[config.mk]
export PLATFORM = sky130hd
export DESIGN_NAME = spi_master_24
export DESIGN_NICKNAME = d
export VERILOG_FILES = /design/src/rtl/spi_master_24.sv
export SDC_FILE = /design/constraint.sdc
export NUM_CORES = 1
export LEC_CHECK = 0
export CORE_MARGIN = 2
export CORE_UTILIZATION = 48
export DETAILED_ROUTE_END_ITERATION = 10
export PLACE_DENSITY_LB_ADDON = 0.25
export SLEW_MARGIN = 20
export SYNTH_ARGS = -nofsm -noshare
export SYNTH_HDL_FRONTEND = slang
export SYNTH_SLANG_ARGS = --single-unit
[constraint.sdc]
create_clock -name clk -period 1.6 [get_ports clk]
set_input_delay 0.16 -clock clk [delete_from_list [all_inputs] [get_ports clk]]
set_output_delay 0.16 -clock clk [all_outputs]
set_load 0.02 [all_outputs]
[src/rtl/spi_master_24.sv]
`default_nettype none
// ============================================================================
//  Module   : spi_master_24
//  Purpose  : Mode-0 (CPOL=0, CPHA=0) SPI master. One full-duplex transfer of
//             BIT_WIDTH bits per accepted tx_data_tick, MSB first. Returns the
//             received word with a one-cycle rx_data_tick.
//  Options  : define SPI_MASTER_CS_GAP_EN to hold ss_n high and busy asserted
//             for CS_GAP cycles after each transfer (MCP300x CS-high time).
//  Revision : 1.0 - initial release
// ============================================================================
module spi_master_24 #(
  parameter int BIT_WIDTH = 24,
  parameter int CLK_DIV   = 2,
  parameter int CS_GAP    = 4
) (
  input  logic                 clk,
  input  logic                 reset,
  input  logic                 tx_data_tick,
  input  logic [BIT_WIDTH-1:0] tx_data,
  output logic                 busy,
  output logic                 rx_data_tick,
  output logic [BIT_WIDTH-1:0] rx_data,
  output logic                 sclk,
  output logic                 mosi,
  input  logic                 miso,
  output logic                 ss_n
);

  // One counter serves both the SCLK half-period and the CS gap.
  localparam int CNT_MAX = (CLK_DIV > CS_GAP) ? CLK_DIV : CS_GAP;
  localparam int CNT_W   = $clog2(CNT_MAX + 1);
  localparam int BIT_W   = $clog2(BIT_WIDTH);

  localparam logic [CNT_W-1:0] DIV_LAST = CNT_W'(CLK_DIV - 1);
  localparam logic [BIT_W-1:0] BIT_LAST = BIT_W'(BIT_WIDTH - 1);
`ifdef SPI_MASTER_CS_GAP_EN
  // DONE supplies the first high cycle after the transfer; GAP the rest.
  localparam logic [CNT_W-1:0] GAP_LAST = CNT_W'(CS_GAP - 2);
`endif

  typedef enum logic [2:0] {
    ST_IDLE = 3'd0,
    ST_LOW  = 3'd1,
    ST_HIGH = 3'd2,
    ST_DONE = 3'd3,
    ST_GAP  = 3'd4
  } state_t;

  state_t               state_q;
  logic [CNT_W-1:0]     div_cnt_q;
  logic [BIT_W-1:0]     bit_cnt_q;
  logic [BIT_WIDTH-1:0] tx_shift_q;
  logic [BIT_WIDTH-1:0] rx_shift_q;
  logic [BIT_WIDTH-1:0] rx_data_q;
  logic                 rx_tick_q;
  logic                 busy_q;
  logic                 sclk_q;
  logic                 mosi_q;
  logic                 ss_n_q;

  logic [BIT_WIDTH-1:0] tx_shift_d;
  logic [BIT_WIDTH-1:0] rx_shift_d;
  logic                 div_last_d;
  logic                 start_d;

  // Shift-register next values, half-period terminal count and start qualifier.
  always_comb begin
    tx_shift_d = {tx_shift_q[BIT_WIDTH-2:0], 1'b0};
    rx_shift_d = {rx_shift_q[BIT_WIDTH-2:0], miso};
    div_last_d = (div_cnt_q == DIV_LAST);
`ifdef SPI_MASTER_CS_GAP_EN
    start_d    = tx_data_tick && (state_q == ST_IDLE);
`else
    // Without a gap, busy is already low in DONE, so a request seen there is
    // honoured; this yields exactly one ss_n-high cycle between transfers.
    start_d    = tx_data_tick && ((state_q == ST_IDLE) || (state_q == ST_DONE));
`endif
  end

  // Transfer state machine; every output is a register updated with the state.
  always_ff @(posedge clk) begin
    if (reset) begin
      state_q    <= ST_IDLE;
      div_cnt_q  <= '0;
      bit_cnt_q  <= '0;
      tx_shift_q <= '0;
      rx_shift_q <= '0;
      rx_data_q  <= '0;
      rx_tick_q  <= 1'b0;
      busy_q     <= 1'b0;
      sclk_q     <= 1'b0;
      mosi_q     <= 1'b0;
      ss_n_q     <= 1'b1;
    end else begin
      rx_tick_q <= 1'b0;
      if (start_d) begin
        tx_shift_q <= tx_data;
        rx_shift_q <= '0;
        bit_cnt_q  <= '0;
        div_cnt_q  <= '0;
        ss_n_q     <= 1'b0;
        sclk_q     <= 1'b0;
        mosi_q     <= tx_data[BIT_WIDTH-1];
        busy_q     <= 1'b1;
        state_q    <= ST_LOW;
      end else begin
        case (state_q)
          ST_IDLE: begin
            state_q <= ST_IDLE;
          end
          ST_LOW: begin
            if (div_last_d) begin
              // Rising SCLK edge: capture miso on the same clock edge.
              div_cnt_q  <= '0;
              sclk_q     <= 1'b1;
              rx_shift_q <= rx_shift_d;
              state_q    <= ST_HIGH;
            end else begin
              div_cnt_q <= div_cnt_q + 1'b1;
            end
          end
          ST_HIGH: begin
            if (div_last_d) begin
              div_cnt_q <= '0;
              sclk_q    <= 1'b0;
              if (bit_cnt_q == BIT_LAST) begin
                ss_n_q    <= 1'b1;
                mosi_q    <= 1'b0;
                rx_data_q <= rx_shift_q;
                rx_tick_q <= 1'b1;
`ifdef SPI_MASTER_CS_GAP_EN
                busy_q    <= 1'b1;
`else
                busy_q    <= 1'b0;
`endif
                state_q   <= ST_DONE;
              end else begin
                // Falling SCLK edge: present the next bit.
                tx_shift_q <= tx_shift_d;
                mosi_q     <= tx_shift_q[BIT_WIDTH-2];
                bit_cnt_q  <= bit_cnt_q + 1'b1;
                state_q    <= ST_LOW;
              end
            end else begin
              div_cnt_q <= div_cnt_q + 1'b1;
            end
          end
          ST_DONE: begin
`ifdef SPI_MASTER_CS_GAP_EN
            div_cnt_q <= '0;
            if (CS_GAP > 1) begin
              state_q <= ST_GAP;
            end else begin
              busy_q  <= 1'b0;
              state_q <= ST_IDLE;
            end
`else
            state_q <= ST_IDLE;
`endif
          end
          ST_GAP: begin
`ifdef SPI_MASTER_CS_GAP_EN
            if (div_cnt_q == GAP_LAST) begin
              div_cnt_q <= '0;
              busy_q    <= 1'b0;
              state_q   <= ST_IDLE;
            end else begin
              div_cnt_q <= div_cnt_q + 1'b1;
            end
`else
            state_q <= ST_IDLE;
`endif
          end
          default: begin
            state_q <= ST_IDLE;
          end
        endcase
      end
    end
  end

  assign busy         = busy_q;
  assign rx_data_tick = rx_tick_q;
  assign rx_data      = rx_data_q;
  assign sclk         = sclk_q;
  assign mosi         = mosi_q;
  assign ss_n         = ss_n_q;

endmodule
`default_nettype wire
After elaboration in Yosys (flattened, before gate mapping)
Cells that the tools add are included.

word-level totals
  register bits after elaboration = 87
  bits in latches = 0
  bits in writable memories = 0
  bits in read-only memories = 0
  output and inout bits = 29
  logic and storage cells = 73
  memories kept = 0

cells by class
  $add $sub $neg = 2
  multipliers = 0
  divide/modulo/power cells = 0
  magnitude comparators = 0
  equality and inequality tests = 10
  shift operators = 0
  multiplexer cells = 26
  bitwise logic cells = 4
  reductions and logical operators = 19

operators with widths
  operator                                       number
  two-way mux 23 bit                             4
  two-way mux 1 bit                              16
  AND reduction 3 bit                            4
  two-way mux 3 bit                              3
  AND reduction 2 bit                            4
  nonzero test 2 bit                             4
  == test 3 x 1 -> 1 bit, second input constant  2
  == test 3 x 2 -> 1 bit, second input constant  2
  inequality test 2 bit, second input constant   3
  inequality test 3 bit, second input constant   2
  case mux 3 bit (2 select lines)                1
  adder 5 x 1 -> 5 bit, second input constant    1
  == test 5 bit, second input constant           1
  inverter 1 bit                                 4
  AND reduction 4 bit                            1
  OR reduction 2 bit                             2
  OR reduction 4 bit                             1
  adder 3 x 1 -> 3 bit, second input constant    1
  zero test 3 bit                                1
  two-way mux 2 bit                              1
  case mux 1 bit (2 select lines)                1
  logical AND 1 bit                              1
  logical OR 1 bit                               1

Logic depth before layout (Yosys ltp)
Gate-level depths: netlist (run 1).

  word-level depth = 5
  depth in mapped cells = 7

Worst setup path before layout (run 1)
Ideal clock, no wire load.

  path kind = register -> register
  start point = register state_q[0]
  end point = register tx_shift_q[10]
  library setup time = 0.112 ns
  arrival time = 1.523 ns
  required time = 1.488 ns
  path slack = -0.035 ns
  stages on the path, launching flop included = 8
  period minus slack after synthesis = 1.635 ns
  cell sequence = dfxtp_1 inv_1 ha_1 and2_1 buf_2 buf_2 nor2_1 a2111oi_1

between the ends
  word-level cells in the longest chain between the ends = 5
  elaborated cells between the ends (all ways) = 10
  classes of those cells = eq/ne (3); mux (1); reduce/logical (6)

RTL lines
  item                                                                          line  RTL
  from (decl)                                                                   49    state_t state_q;
  from (signal assigned)                                                        83    state_q <= ST_IDLE;
  from (signal assigned)                                                        105   state_q <= ST_LOW;
  from (signal assigned)                                                        109   state_q <= ST_IDLE;
  == test 3 x 2 -> 1 bit / zero test 3 bit (equally long branches)              76    start_d = tx_data_tick && ((state_q == ST_IDLE) || (state_q == ST_DONE));
  logical OR 1 bit                                                              76
  logical AND 1 bit                                                             76
  inequality test 2 bit (no line) / nonzero test 2 bit (equally long branches)  -
  AND reduction 3 bit (no line)                                                 -
  to (signal assigned)                                                          97    tx_shift_q <= tx_data;
  to (signal assigned)                                                          139   tx_shift_q <= tx_shift_d;
  to (decl)                                                                     52    logic [BIT_WIDTH-1:0] tx_shift_q;

Several ways; a longest one is shown, not always the timed one.
A chain may end at the register's enable or synchronous reset.

Worst setup path in the final report (run 1)
  start point = register bit_cnt_q[1]
  end point = register tx_shift_q[16]

between the ends
  word-level cells in the longest chain between the ends = 3

RTL lines
  item                             line  RTL
  from (decl)                      51    logic [BIT_W-1:0] bit_cnt_q;
  from (signal assigned)           141   bit_cnt_q <= bit_cnt_q + 1'b1;
  == test 5 bit                    126   if (bit_cnt_q == BIT_LAST) begin
  inequality test 2 bit (no line)  -
  AND reduction 3 bit (no line)    -

No other way between the ends.

==> summary.txt, run 1 <==
Run status
  – Outcome: finished with violations
  – Failing checks: negative setup slack

Floorplan
  – Die height: 90.4 um
  – Die width: around 90 um
  – Row count: 31
  – Die area: 8160 um^2
  – Initial Utilization: 0.494
  – Ports: 57
  – Core Area: approximately 7300 um^2

Clocking
  – CTS max path bufs: 2
  – Clock Sink Count: 86
  – Root Driver: clkbuf_8
  – CTS tree: built
  – TritonCTS buffer count: 9
  – Worst-Skew Late Latency: ~0.36 ns
  – Clock transition at the registers of the reported paths: 0.09 ns
  – H-tree depth: 3

Critical path
  – CP delay by family, top: simple AND/OR/NAND/NOR gates
  – Critical Path RT: approximately 1.8 ns
  – Worst EP arrival: between 1.5 and 2 ns
  – Critical path peak fanout: 7
  – CP startpoint kind: flip-flop
  – CP Class: reg2reg
  – Crit end category: flip-flop
  – CP bufs+invs: 1
  – Slowest cell on crit path: nor4_1
  – CP peak stage delay: 0.43 ns
  – Crit-path cells: ha_4 -> and4b_2 -> buf_4 -> nor4_1 -> a2111oi_2

Logic synthesis
  – Warnings from Yosys: 0
  – Compound-Gate Fraction of Synth Area: 0.239
  – Adder-Cell Fraction of Synth Area: 0.0105
  – Number of synthesized register bits: 86
  – Mux cell area share after synthesis: 0.00315
  – Syn Nets: roughly 450
  – Synth Cell Area: ~3600 um^2
  – Mapped Cells: approximately 420
  – Synth cell types: 36
  – Mapped Avg Cell Area: 8.56 um^2
  – Main combinational cell family by area after synthesis: compound AO/OA/AOI/OAI gates
  – Post-synthesis sequential area ratio: 0.481
  – XOR/XNOR Fraction of Synth Area: 0.00489
  – Synth Area in Simple Gates: 0.199

Route
  – Vias per cell: 5.96
  – Pre-antenna DRT Iters: 4
  – Drt total wl: around 10,000 um
  – WL per Instance: about 18 um
  – Via count: between 3,000 and 4,000
  – # DRC: 0
  – Remaining antenna violation count after routing: 0
  – DRT iter0 DRCs: around 230

Finish
  – Nets: approximately 510
  – Final Util: 0.737
  – Synth-to-Final Area Change: 49.4%
  – # fillers: ~490
  – Diodes inserted: 0
  – Ratio of cells with drive above 1 in the final layout: 0.275

Global routing
  – Initial antenna violation count: 0
  – Vias in the first global route: 3,416
  – Overall Global Routing Usage: 0.241
  – Global route overflow: 0
  – First-pass GRT wire length: roughly 16,000 um
  – Largest net degree at the start of global routing: 28

Power and ir drop
  – Part of the power in registers: 0.492
  – Peak VDD IR: around 530 uV
  – Combinational Power Share: 0.132
  – P_leak: approximately 1.6 nW
  – P per Cell Area: between 800 and 900 nW/um^2
  – Internal: between 3 and 4 mW
  – Psw: 1.17 mW
  – Sw frac: 0.258
  – Clock power share: 0.376

Timing
  – Setup ws final: -0.0687 ns
  – Clock skew: about 0.015 ns
  – Fin. Hold Viols: 0
  – Relative slew slack: 0.674
  – Worst-Margin Slew: roughly 0.48 ns
  – Tcrit/Tclk final: 1.04
  – Min Hold Slack: 0.204 ns
  – Endpoints failing setup: 1
  – Achievable Freq: roughly 0.60 GHz
  – Slew Limit Fails: 0
  – Unrepaired setup endpoints after global routing: true
  – Tmin final: between 1.5 and 2 ns

Hold path
  – Min-Delay Path Class: in2reg

Place
  – Port bufs: 56
  – Estimated wirelength of the detail-placed design: roughly 6000 um
  – Routability cong.: around 0.84

Job
  – Maxcap violations: 0
## metrics by stage
stage	setup TNS, ns	cells	power (mW)	instance area (um^2)	setup WS, ns
after floorplan	0	418	2.50	3600	0.0374
after global placement	-0.113	560	2.67	4410	-0.0199
after detailed placement	-1.36	560	2.68	4410	-0.171
after CTS	-0.00116	582	4.43	4810	-0.00116
after global routing	-0.536	586	4.70	5350	-0.0751
final	-0.0687	586	4.54	5350	-0.0687
## power by group through the flow
| stage | clock, mW | combinational [mW] | sequential (mW) |
|---|---|---|---|
| 5_1_grt | 1.82 | 0.637 | 2.24 |
| 3_5_place_dp | 0 | 0.400 | 2.28 |
| 2_1_floorplan | 0 | 0.220 | 2.28 |
| 3_3_place_gp | 0 | 0.389 | 2.28 |
| 6_report | 1.71 | 0.599 | 2.24 |
| 4_1_cts | 1.72 | 0.471 | 2.23 |
## cells in the mapped netlist
cell,instances,area share
xor2_1,2,0.0049
and4bb_2,1,0.0035
and4b_1,1,0.0028
nand4_1,24,0.042
mux2_1,1,0.0031
or4_1,1,0.0021
o31ai_1,24,0.050
and2_1,1,0.0017
buf_2,21,0.029
nand3_1,5,0.0070
buf_4,1,0.0021
nand2b_1,1,0.0017
a2111oi_0,3,0.0073
nor4bb_1,1,0.0028
or4b_2,1,0.0028
nand3b_1,1,0.0021
nand2_1,51,0.053
nor2_1,38,0.040
o21bai_1,1,0.0021
clkbuf_1,24,0.025
dfxtp_1,86,0.48
a21oi_1,58,0.081
a2111oi_1,18,0.050
o21ai_0,8,0.011
or3_1,2,0.0035
o211ai_1,1,0.0021
nand4b_1,1,0.0024
or3b_1,1,0.0024
nor3_1,2,0.0028
buf_1,2,0.0021
ha_1,3,0.010
a311oi_1,3,0.0073
inv_1,4,0.0042
nor4_1,11,0.019
a211oi_1,13,0.027
nand4bb_1,2,0.0063
## worst paths after layout
check                      from             end  slack (ns)  depth (start not counted)
setup / recovery   bit_cnt_q[1]  tx_shift_q[16]       -0.07                          5
hold / removal            reset            busy        0.20                          2
setup reg to reg   bit_cnt_q[1]  tx_shift_q[16]       -0.07                          5
hold reg to reg   rx_shift_q[8]   rx_shift_q[9]        0.47                          2
## layout make-up
type                            instances  area, um^2  share of cell area
Inverter                                4        15.0             0.00281
Sequential cell                        86        1730               0.324
Tap cell                               99         124              0.0232
Clock inverter                          6        92.6              0.0173
Multi-Input combinational cell        280        2230               0.417
Timing Repair Buffer                  101        1030               0.193
Clock buffer                           10         128              0.0239
## repair_timing
| item | in CTS | in global routing |
|---|---|---|
| pin swaps | 3 | 30 |
| cloned | 2 | 0 |
| setup endpoints to repair | 23 | 78 |
| setup buffers | 4 | 4 |
| hold buffers | 0 | 0 |
| gates resized for setup | 28 | 82 |
## sequential cells by signal (all words and copies together), names as in the netlist
signal	cells
rx_data	24
rx_shift_q	24
tx_shift_q	23
bit_cnt_q	5
div_cnt_q	3
state_q	2
busy	1
mosi	1
rx_data_tick	1
sclk	1
ss_n	1
## placed cells by master, fill, tap and decap left out, drive strengths merged, types with 2 or more instances in the layout
master / synthesis / final
a2111oi: 21 / 21
a211oi: 13 / 13
a21oi: 58 / 58
a311oi: 3 / 3
buf: 24 / 45
bufinv: 0 / 2
clkbuf: 24 / 10
clkdlybuf4s50: 0 / 55
clkinvlp: 0 / 2
dfxtp: 86 / 86
ha: 3 / 3
inv: 4 / 6
nand2: 51 / 51
nand3: 5 / 5
nand4: 24 / 24
nand4bb: 2 / 2
nor2: 38 / 38
nor3: 2 / 2
nor4: 11 / 11
o21ai: 8 / 8
o31ai: 24 / 24
or3: 2 / 2
xor2: 2 / 2
## kinds of logic (layout without fill, tap and decap cells)
family | count (synthesis) | in the layout
compound gates | 129 | 129
buf+inv | 52 | 121
mux | 1 | 1
simple gates | 145 | 145
fa+ha+maj | 3 | 3
flops | 86 | 86
xor+xnor | 2 | 2
## metal layers
metal | global-route usage | vias to the layer above | share of wire
li1 | - | 1666 | -
met4 | 0.0833 | 0 | 0.011
met3 | 0.0409 | 10 | 0.043
met2 | 0.398 | 97 | 0.51
met1 | 0.320 | 1722 | 0.44
met5 | 0 | - | 0
(Power assumes the default switching activity.)
==> inputs of run 2 (changes only) <==
--- a/config.mk
+++ b/config.mk
@@ -8,6 +8,7 @@
 export CORE_MARGIN = 2
 export CORE_UTILIZATION = 48
 export DETAILED_ROUTE_END_ITERATION = 10
+export GPL_ROUTABILITY_DRIVEN = 1
 export PLACE_DENSITY_LB_ADDON = 0.25
 export SLEW_MARGIN = 20
 export SYNTH_ARGS = -nofsm -noshare
==> results of run 2 <==
The final DEF is identical to that of run 1; final timing and power are the same.
